`config.mk`:
```
export PLATFORM = sky130hd
export DESIGN_NAME = mul_share_ctl
export DESIGN_NICKNAME = d
export VERILOG_FILES = /design/src/rtl/mul_share_ctl.sv
export SDC_FILE = /design/constraint.sdc
export NUM_CORES = 1
export LEC_CHECK = 0
export CAP_MARGIN = 15
export CORE_MARGIN = 3
export CORE_UTILIZATION = 36
export CTS_CLUSTER_SIZE = 25
export DETAILED_ROUTE_END_ITERATION = 6
export DONT_BUFFER_PORTS = 1
export PLACE_DENSITY = 0.58
export SYNTH_ARGS = -nofsm -noshare
export SYNTH_HDL_FRONTEND = slang
export SYNTH_SLANG_ARGS = --single-unit
```
`constraint.sdc`:
```
create_clock -name clock -period 3.1 [get_ports clock]
set_clock_uncertainty 0.15 [all_clocks]
set_input_delay 0.62 -clock clock [delete_from_list [all_inputs] [get_ports clock]]
set_output_delay 0.62 -clock clock [all_outputs]
set_load 0.01 [all_outputs]
```
`src/rtl/mul_share_ctl.sv`:
```
// Round-robin sharing controller for one 4x4 serial shift-add multiplier core.
// Two requesters are arbitrated; operands are held across the operation and the product returned with id/error.
module mul_share_ctl #(
    parameter int unsigned TIMEOUT = 15,
    parameter int unsigned TW      = 8
) (
    input  logic       clock,
    input  logic       resetn,
    input  logic       req0_valid,
    input  logic [3:0] req0_a,
    input  logic [3:0] req0_b,
    output logic       req0_ready,
    input  logic       req1_valid,
    input  logic [3:0] req1_a,
    input  logic [3:0] req1_b,
    output logic       req1_ready,
    output logic       rsp_valid,
    input  logic       rsp_ready,
    output logic       rsp_id,
    output logic [7:0] rsp_p,
    output logic       rsp_err,
    output logic       mul_start,
    output logic [3:0] mul_a,
    output logic [3:0] mul_b,
    input  logic       mul_ready,
    input  logic [7:0] mul_p,
    output logic       busy
);

    typedef enum logic [2:0] {
        S_IDLE  = 3'd0,
        S_START = 3'd1,
        S_FLUSH = 3'd2,
        S_BUSY  = 3'd3,
        S_DONE  = 3'd4
    } state_t;

    localparam logic [TW-1:0] TIMEOUT_LAST = TW'(TIMEOUT - 1);

    state_t        state_q;
    logic          last_q;
    logic [TW-1:0] cnt_q;
    logic [3:0]    mul_a_q;
    logic [3:0]    mul_b_q;
    logic          mul_start_q;
    logic          busy_q;
    logic          rsp_valid_q;
    logic          rsp_id_q;
    logic          rsp_err_q;
    logic [7:0]    rsp_p_q;

    logic          gnt_any_s;
    logic          gnt_id_s;
    logic          req0_ready_s;
    logic          req1_ready_s;

    // Round-robin grant: a tie goes to the requester that was not served last.
    always_comb begin
        gnt_any_s    = req0_valid | req1_valid;
        gnt_id_s     = 1'b0;
        req0_ready_s = 1'b0;
        req1_ready_s = 1'b0;
        if (req0_valid && req1_valid) begin
            gnt_id_s = ~last_q;
        end else if (req1_valid) begin
            gnt_id_s = 1'b1;
        end else begin
            gnt_id_s = 1'b0;
        end
        if (state_q == S_IDLE) begin
            req0_ready_s = req0_valid & ~gnt_id_s;
            req1_ready_s = req1_valid &  gnt_id_s;
        end else begin
            req0_ready_s = 1'b0;
            req1_ready_s = 1'b0;
        end
    end

    // Sequencer: accept, pulse start, skip the core's load cycle, wait for ready or time out, hold response.
    always_ff @(posedge clock or negedge resetn) begin
        if (!resetn) begin
            state_q     <= S_IDLE;
            last_q      <= 1'b1;
            cnt_q       <= '0;
            mul_a_q     <= 4'd0;
            mul_b_q     <= 4'd0;
            mul_start_q <= 1'b0;
            busy_q      <= 1'b0;
            rsp_valid_q <= 1'b0;
            rsp_id_q    <= 1'b0;
            rsp_err_q   <= 1'b0;
            rsp_p_q     <= 8'd0;
        end else begin
            mul_start_q <= 1'b0;
            case (state_q)
                S_IDLE: begin
                    if (gnt_any_s) begin
                        mul_a_q     <= gnt_id_s ? req1_a : req0_a;
                        mul_b_q     <= gnt_id_s ? req1_b : req0_b;
                        rsp_id_q    <= gnt_id_s;
                        last_q      <= gnt_id_s;
                        mul_start_q <= 1'b1;
                        busy_q      <= 1'b1;
                        state_q     <= S_START;
                    end
                end
                S_START: begin
                    state_q <= S_FLUSH;
                end
                S_FLUSH: begin
                    // mul_ready may still be high from the previous product here
                    cnt_q   <= '0;
                    state_q <= S_BUSY;
                end
                S_BUSY: begin
                    if (mul_ready) begin
                        rsp_p_q     <= mul_p;
                        rsp_err_q   <= 1'b0;
                        rsp_valid_q <= 1'b1;
                        state_q     <= S_DONE;
                    end else if (cnt_q == TIMEOUT_LAST) begin
                        rsp_p_q     <= 8'd0;
                        rsp_err_q   <= 1'b1;
                        rsp_valid_q <= 1'b1;
                        state_q     <= S_DONE;
                    end else begin
                        cnt_q <= cnt_q + TW'(1);
                    end
                end
                S_DONE: begin
                    if (rsp_ready) begin
                        rsp_valid_q <= 1'b0;
                        busy_q      <= 1'b0;
                        state_q     <= S_IDLE;
                    end
                end
                default: begin
                    rsp_valid_q <= 1'b0;
                    busy_q      <= 1'b0;
                    state_q     <= S_IDLE;
                end
            endcase
        end
    end

    assign req0_ready = req0_ready_s;
    assign req1_ready = req1_ready_s;
    assign rsp_valid  = rsp_valid_q;
    assign rsp_id     = rsp_id_q;
    assign rsp_p      = rsp_p_q;
    assign rsp_err    = rsp_err_q;
    assign mul_start  = mul_start_q;
    assign mul_a      = mul_a_q;
    assign mul_b      = mul_b_q;
    assign busy       = busy_q;

endmodule

```
Word-level counts from Yosys, hierarchy flattened
Index checks and enable logic that the tools add are counted.
{"block": "totals", "inputBits": 30, "reg_bits": 33, "out_inout_bits": 23, "wordCells": 66}
{"block": "op_classes", "eq_ne": 10, "n_bitwise": 7, "reduce_logical": 12, "addsub": 1, "muxes": 25}
{"op": "$mux 8", "n": 4}
{"op": "$pmux 8 s2", "n": 1}
{"op": "$pmux 3 s5", "n": 1}
{"op": "$mux 3", "n": 4}
{"op": "$reduce_and 3->1", "n": 4}
{"op": "$mux 1", "n": 11}
{"op": "$add 8x1->8 const B", "n": 1}
{"op": "$eq 8x4->1 const B", "n": 1}
{"op": "$mux 4", "n": 2}
{"op": "$ne 2x2->1 const B", "n": 4}
{"op": "$eq 3x2->1 const B", "n": 2}
{"op": "$pmux 1 s3", "n": 2}
{"op": "$reduce_or 3->1", "n": 2}
{"op": "$not 1->1", "n": 4}
{"op": "$reduce_and 2->1", "n": 2}
{"op": "$reduce_bool 2->1", "n": 2}
{"op": "$eq 3x1->1 const B", "n": 1}
{"op": "$eq 3x3->1 const B", "n": 1}
{"op": "$logic_not 3->1", "n": 1}
{"op": "$ne 3x3->1 const B", "n": 1}
{"op": "$and 1x1->1", "n": 2}
{"op": "$logic_and 1x1->1", "n": 1}
{"op": "$or 1x1->1", "n": 1}

Longest topological paths before layout
{"block": "logic_depth", "word_depth": 5, "depth_mapped": 7, "depth_no_buf": 6}

Worst setup path before layout
No wires, ideal clock.
{"block": "synth_path", "path_kind": "input to output", "from": "in req1_valid", "to": "out req1_ready", "t_required_ps": 2330, "stages": 3, "arrival_ps": 1456, "path_slack_ps": 874, "path_buffers": 1, "cell_sequence": "a21boi_0 -> buf_1 -> and2_1"}
{"block": "synth_via", "elab_chain_cells": 4, "elab_cells_between_ends": 5, "classes_between": "3 x mux; 1 x bitwise; 1 x reduce/logical"}
{"element": "from (decl)", "line": "13", "source": "input logic req1_valid,"}
{"element": "$mux 1 or $logic_and 1x1->1 (tied branches)", "line": "65, 63"}
{"element": "$mux 1", "line": "63", "source": "if (req0_valid && req1_valid) begin"}
{"element": "$and 1x1->1 *", "line": "72", "source": "req1_ready_s = req1_valid & gnt_id_s;"}
{"element": "$mux 1 *", "line": "70", "source": "if (state_q == S_IDLE) begin"}
{"element": "to (decl)", "line": "16", "source": "output logic req1_ready,"}
Every way passes the cells marked *; elsewhere a longest branch is shown, timed or not.

Final worst setup path
{"block": "layout_path", "from": "reg state_q[0]", "to": "out req1_ready"}
{"block": "layout_via", "elab_chain_cells": 2}
{"element": "from (decl)", "line": "40", "source": "state_t state_q;"}
{"element": "from (signal assigned)", "line": "82", "source": "state_q <= S_IDLE;"}
{"element": "from (signal assigned)", "line": "104", "source": "state_q <= S_START;"}
{"element": "from (signal assigned)", "line": "108", "source": "state_q <= S_FLUSH;"}
{"element": "$logic_not 3->1", "line": "70"}
{"element": "$mux 1", "line": "70"}
Every way passes these cells.

==> flow_metrics.py <==
metrics = {
    "outcome": {
        "status": "complete, no violations",
    },
    "layout": {
        "ff_latch_area_um2": 827,
        "most-common-layout-cells": "dfrtp_1 (32), nor2_1 (19), o21ai_0 (13)",
        "final_net_count": 182,
        "fill_cell_count": 366,
        "ant_cells": 0,
        "p_r_area_growth_vs_syn_pct": 11.3,
        "mostFrequentLayoutCell": "dfrtp_1",
        "post_route_cells_drive_above_1_share": 0.0662,
        "multiInputGateArea_um2": 616,
    },
    "critical_path": {
        "worst-setup-path-type": "register to primary output",
        "setup.worst_path.end": "req1_ready",
        "rr_startpoint": "cnt_q[0]",
        "critPathRequiredTime_ps": 2330,
        "startpoint": "state_q[0]",
        "crit_arrival_ps": 1360,
        "crit-reg2reg-capture": "rsp_p[2]",
        "reg2regPathDepth": 6,
        "end_kind": "primary output",
        "critical_path_peak_fanout": 10,
        "start_kind": "register",
        "timing.reg2reg.setup_slack_ps": 1060,
    },
    "logic_synthesis": {
        "unique_cell_type_count_in_the_yosys_netlist": 31,
        "synth_top_family_by_area": "compound AO/OA/AOI/OAI gates",
        "synth-compound-area-share": 0.183,
        "ys.flop_type": "dfrtp_1",
        "synth.avg_cell_area_um2": 10.1,
        "synth-adder-area-share": 0.0167,
        "postSynth.asyncResetShare": 1.00,
        "post_synth_inst_count": 148,
        "synth.cell_area_um2": 1500,
        "postSynthRegisterBits": 33,
        "post_synth_mux_area_share": 0.0534,
        "synth_nets": 180,
        "yosys_warnings": 0,
        "synthXorXnorAreaFrac": 0,
        "synth_simple_gate_area_frac": 0.158,
        "number_of_synthesized_flops_with_an_enable_pin": 0,
        "portion_of_the_post_synthesis_area_used_by_sequential_elements": 0.551,
    },
    "timing": {
        "setup_viol_count_final": 0,
        "timing.max_slew.rel_slack": 0.591,
        "hold_viol": 0,
        "whs_ps": 10.7,
        "worst_slew_pin_slew_ps": 611,
        "setup_tns_ps": 0,
        "final.min_clock_period_ps": 2130,
        "max_freq_ghz": 0.469,
        "maxSlewViolCount": 0,
        "min_period_over_period": 0.687,
        "grt_setup_unrepaired": "no",
    },
    "cts": {
        "tritoncts_clock_tree": "built",
        "clockBufferDepth": 2,
        "clk-insertion-delay-late_ps": 280,
        "post_cts_resize_count": 0,
        "clk_pin_slew_worst_paths_ps": 70,
        "cts_max_level": 2,
        "cts.sinks": 33,
        "cts_made_buffers": 5,
        "cts-root-buf": "clkbuf_8",
    },
    "flow_run": {
        "drv.max_cap_violation_count": 0,
    },
    "detailed_routing": {
        "route.detailed.drc": 0,
        "initialDrtViolationCount": 59,
        "drtPass1Iterations": 4,
        "drt.antenna.violating_nets": 0,
        "avgViaCountPerCell": 5.50,
        "drt-wirelength-per-cell_um": 15.8,
        "route.final.wire_length_um": 3150,
        "vias": 1095,
    },
    "global_route": {
        "gr-total-overflow": 0,
        "largest_net_degree_at_the_start_of_global_routing": 33,
        "antenna_found_initial": 0,
        "first_global_vias": 1113,
        "groute.usage.overall": 0.141,
        "wire_length_of_the_first_global_routing_pass_um": 5550,
    },
    "floorplanning": {
        "initial_core_util": 0.392,
        "die_w_um": 70.6,
        "fp.coreArea_um2": 3830,
        "top_level_ports": 53,
        "dieArea_um2": 4980,
        "die_h_um": 70.6,
        "floorplan.rows": 22,
    },
    "power_and_ir_drop": {
        "netSwitchingPower_w": 0.000597,
        "clockPowerShare": 0.250,
        "switch_share": 0.364,
        "powerDensity_nw_per_um2": 984,
        "worst_ir_drop_vdd_mv": 0.375,
        "power.sequential.fraction": 0.502,
        "power.static_leakage_nw": 0.735,
        "share_comb_of_total_power": 0.248,
        "cell_internal_pwr_w": 0.00105,
    },
    "place": {
        "gp_congestion": 0.759,
        "port-buffer-count": 0,
        "dpl.hpwl_um": 2300,
    },
    "min_path": {
        "worstHoldPathType": "primary input to async pin",
    },
}
-- how the worst min path moves through the flow --
| stage | start | endpoint | slack (ps) |
|---|---|---|---|
| floorplan | resetn | busy | 170 |
| global placement | resetn | rsp_id | 180 |
| detailed placement | resetn | rsp_id | 180 |
| CTS | resetn | cnt_q[6] | 8 |
| global route | resetn | cnt_q[6] | 7 |
| finish | resetn | cnt_q[6] | 10 |
-- stage by stage --
stage / utilization / power [W] / instances / instance area, µm² / worst slack, ps
after floorplan: - / 0.00113 / 148 / 1500 / 874
after global placement: 0.401 / 0.00121 / 190 / 1530 / 1120
after detailed placement: 0.401 / 0.00124 / 190 / 1530 / 1060
after CTS: 0.436 / 0.00167 / 199 / 1670 / 933
after global routing: 0.436 / 0.00178 / 199 / 1670 / 850
final: 0.436 / 0.00164 / 199 / 1670 / 970
-- area by class of cell --
class	count	area share
flip-flops and latches	33	0.496
multi-input cells	102	0.369
clock buffers	7	0.0517
well taps	48	0.0360
clock inverters	1	0.0180
repair buffers	2	0.0165
inverters	6	0.0135
-- critical path, stage by stage, from the launching register on --
cell	delay [ps]
dfrtp_1	480
nor3_1	320
and2_1	280
-- routing by layer --
layer | global-route usage | vias up | wire length, µm
met5 | 0 | - | 0
met2 | 0.218 | 35 | 1540
li1 | - | 525 | -
met3 | 0.0597 | 7 | 231
met1 | 0.173 | 528 | 1310
met4 | 0.0605 | 0 | 70
-- logic make-up after synthesis --
family | Yosys count
AND/OR/NAND/NOR | 49
multiplexers | 8
buffers and inverters | 13
adder cells (fa/ha/maj) | 2
AO/OA/AOI/OAI | 43
flip-flops | 33
-- power groups by stage --
stage / clock network [W] / logic (W) / registers, W
floorplan: 0 / 0.000370 / 0.000760
global placement: 0 / 0.000381 / 0.000826
detailed placement: 0 / 0.000407 / 0.000831
CTS: 0.000420 / 0.000417 / 0.000829
global route: 0.000447 / 0.000479 / 0.000851
finish: 0.000411 / 0.000408 / 0.000824
-- synth_stat cells, types with 2 or more instances --
cell type   n  area, µm²
a21oi_1    11       55.1
a22o_1      8       70.1
nand3_1     4       20.0
nand4bb_1   2       22.5
a21o_1      2       15.0
and3_1      2       12.5
nand2_1    10       37.5
o31ai_1     4       30.0
mux2i_1     8       80.1
o21ai_0    13       65.1
clkbuf_1    3       11.3
nand2b_1    2       12.5
nor2_1     19       71.3
ha_1        2       25.0
a31oi_1     2       12.5
inv_1       5       18.8
dfrtp_1    32        801
buf_1       2       7.51
nor3_1      5       25.0
-- flip-flops by register name (all words and copies together) (netlist names) --
| signal | count |
|---|---|
| busy | 1 |
| rsp_err | 1 |
| cnt_q | 8 |
| mul_a | 4 |
| rsp_valid | 1 |
| mul_start | 1 |
| last_q | 1 |
| state_q | 3 |
| rsp_id | 1 |
| mul_b | 4 |
| rsp_p | 8 |
-- what timing repair did --
item,CTS,global route
endpoints found under the hold margin,32,0
setup buffers,0,0
hold buffers,1,0
Power figures use the tool's default switching activity.
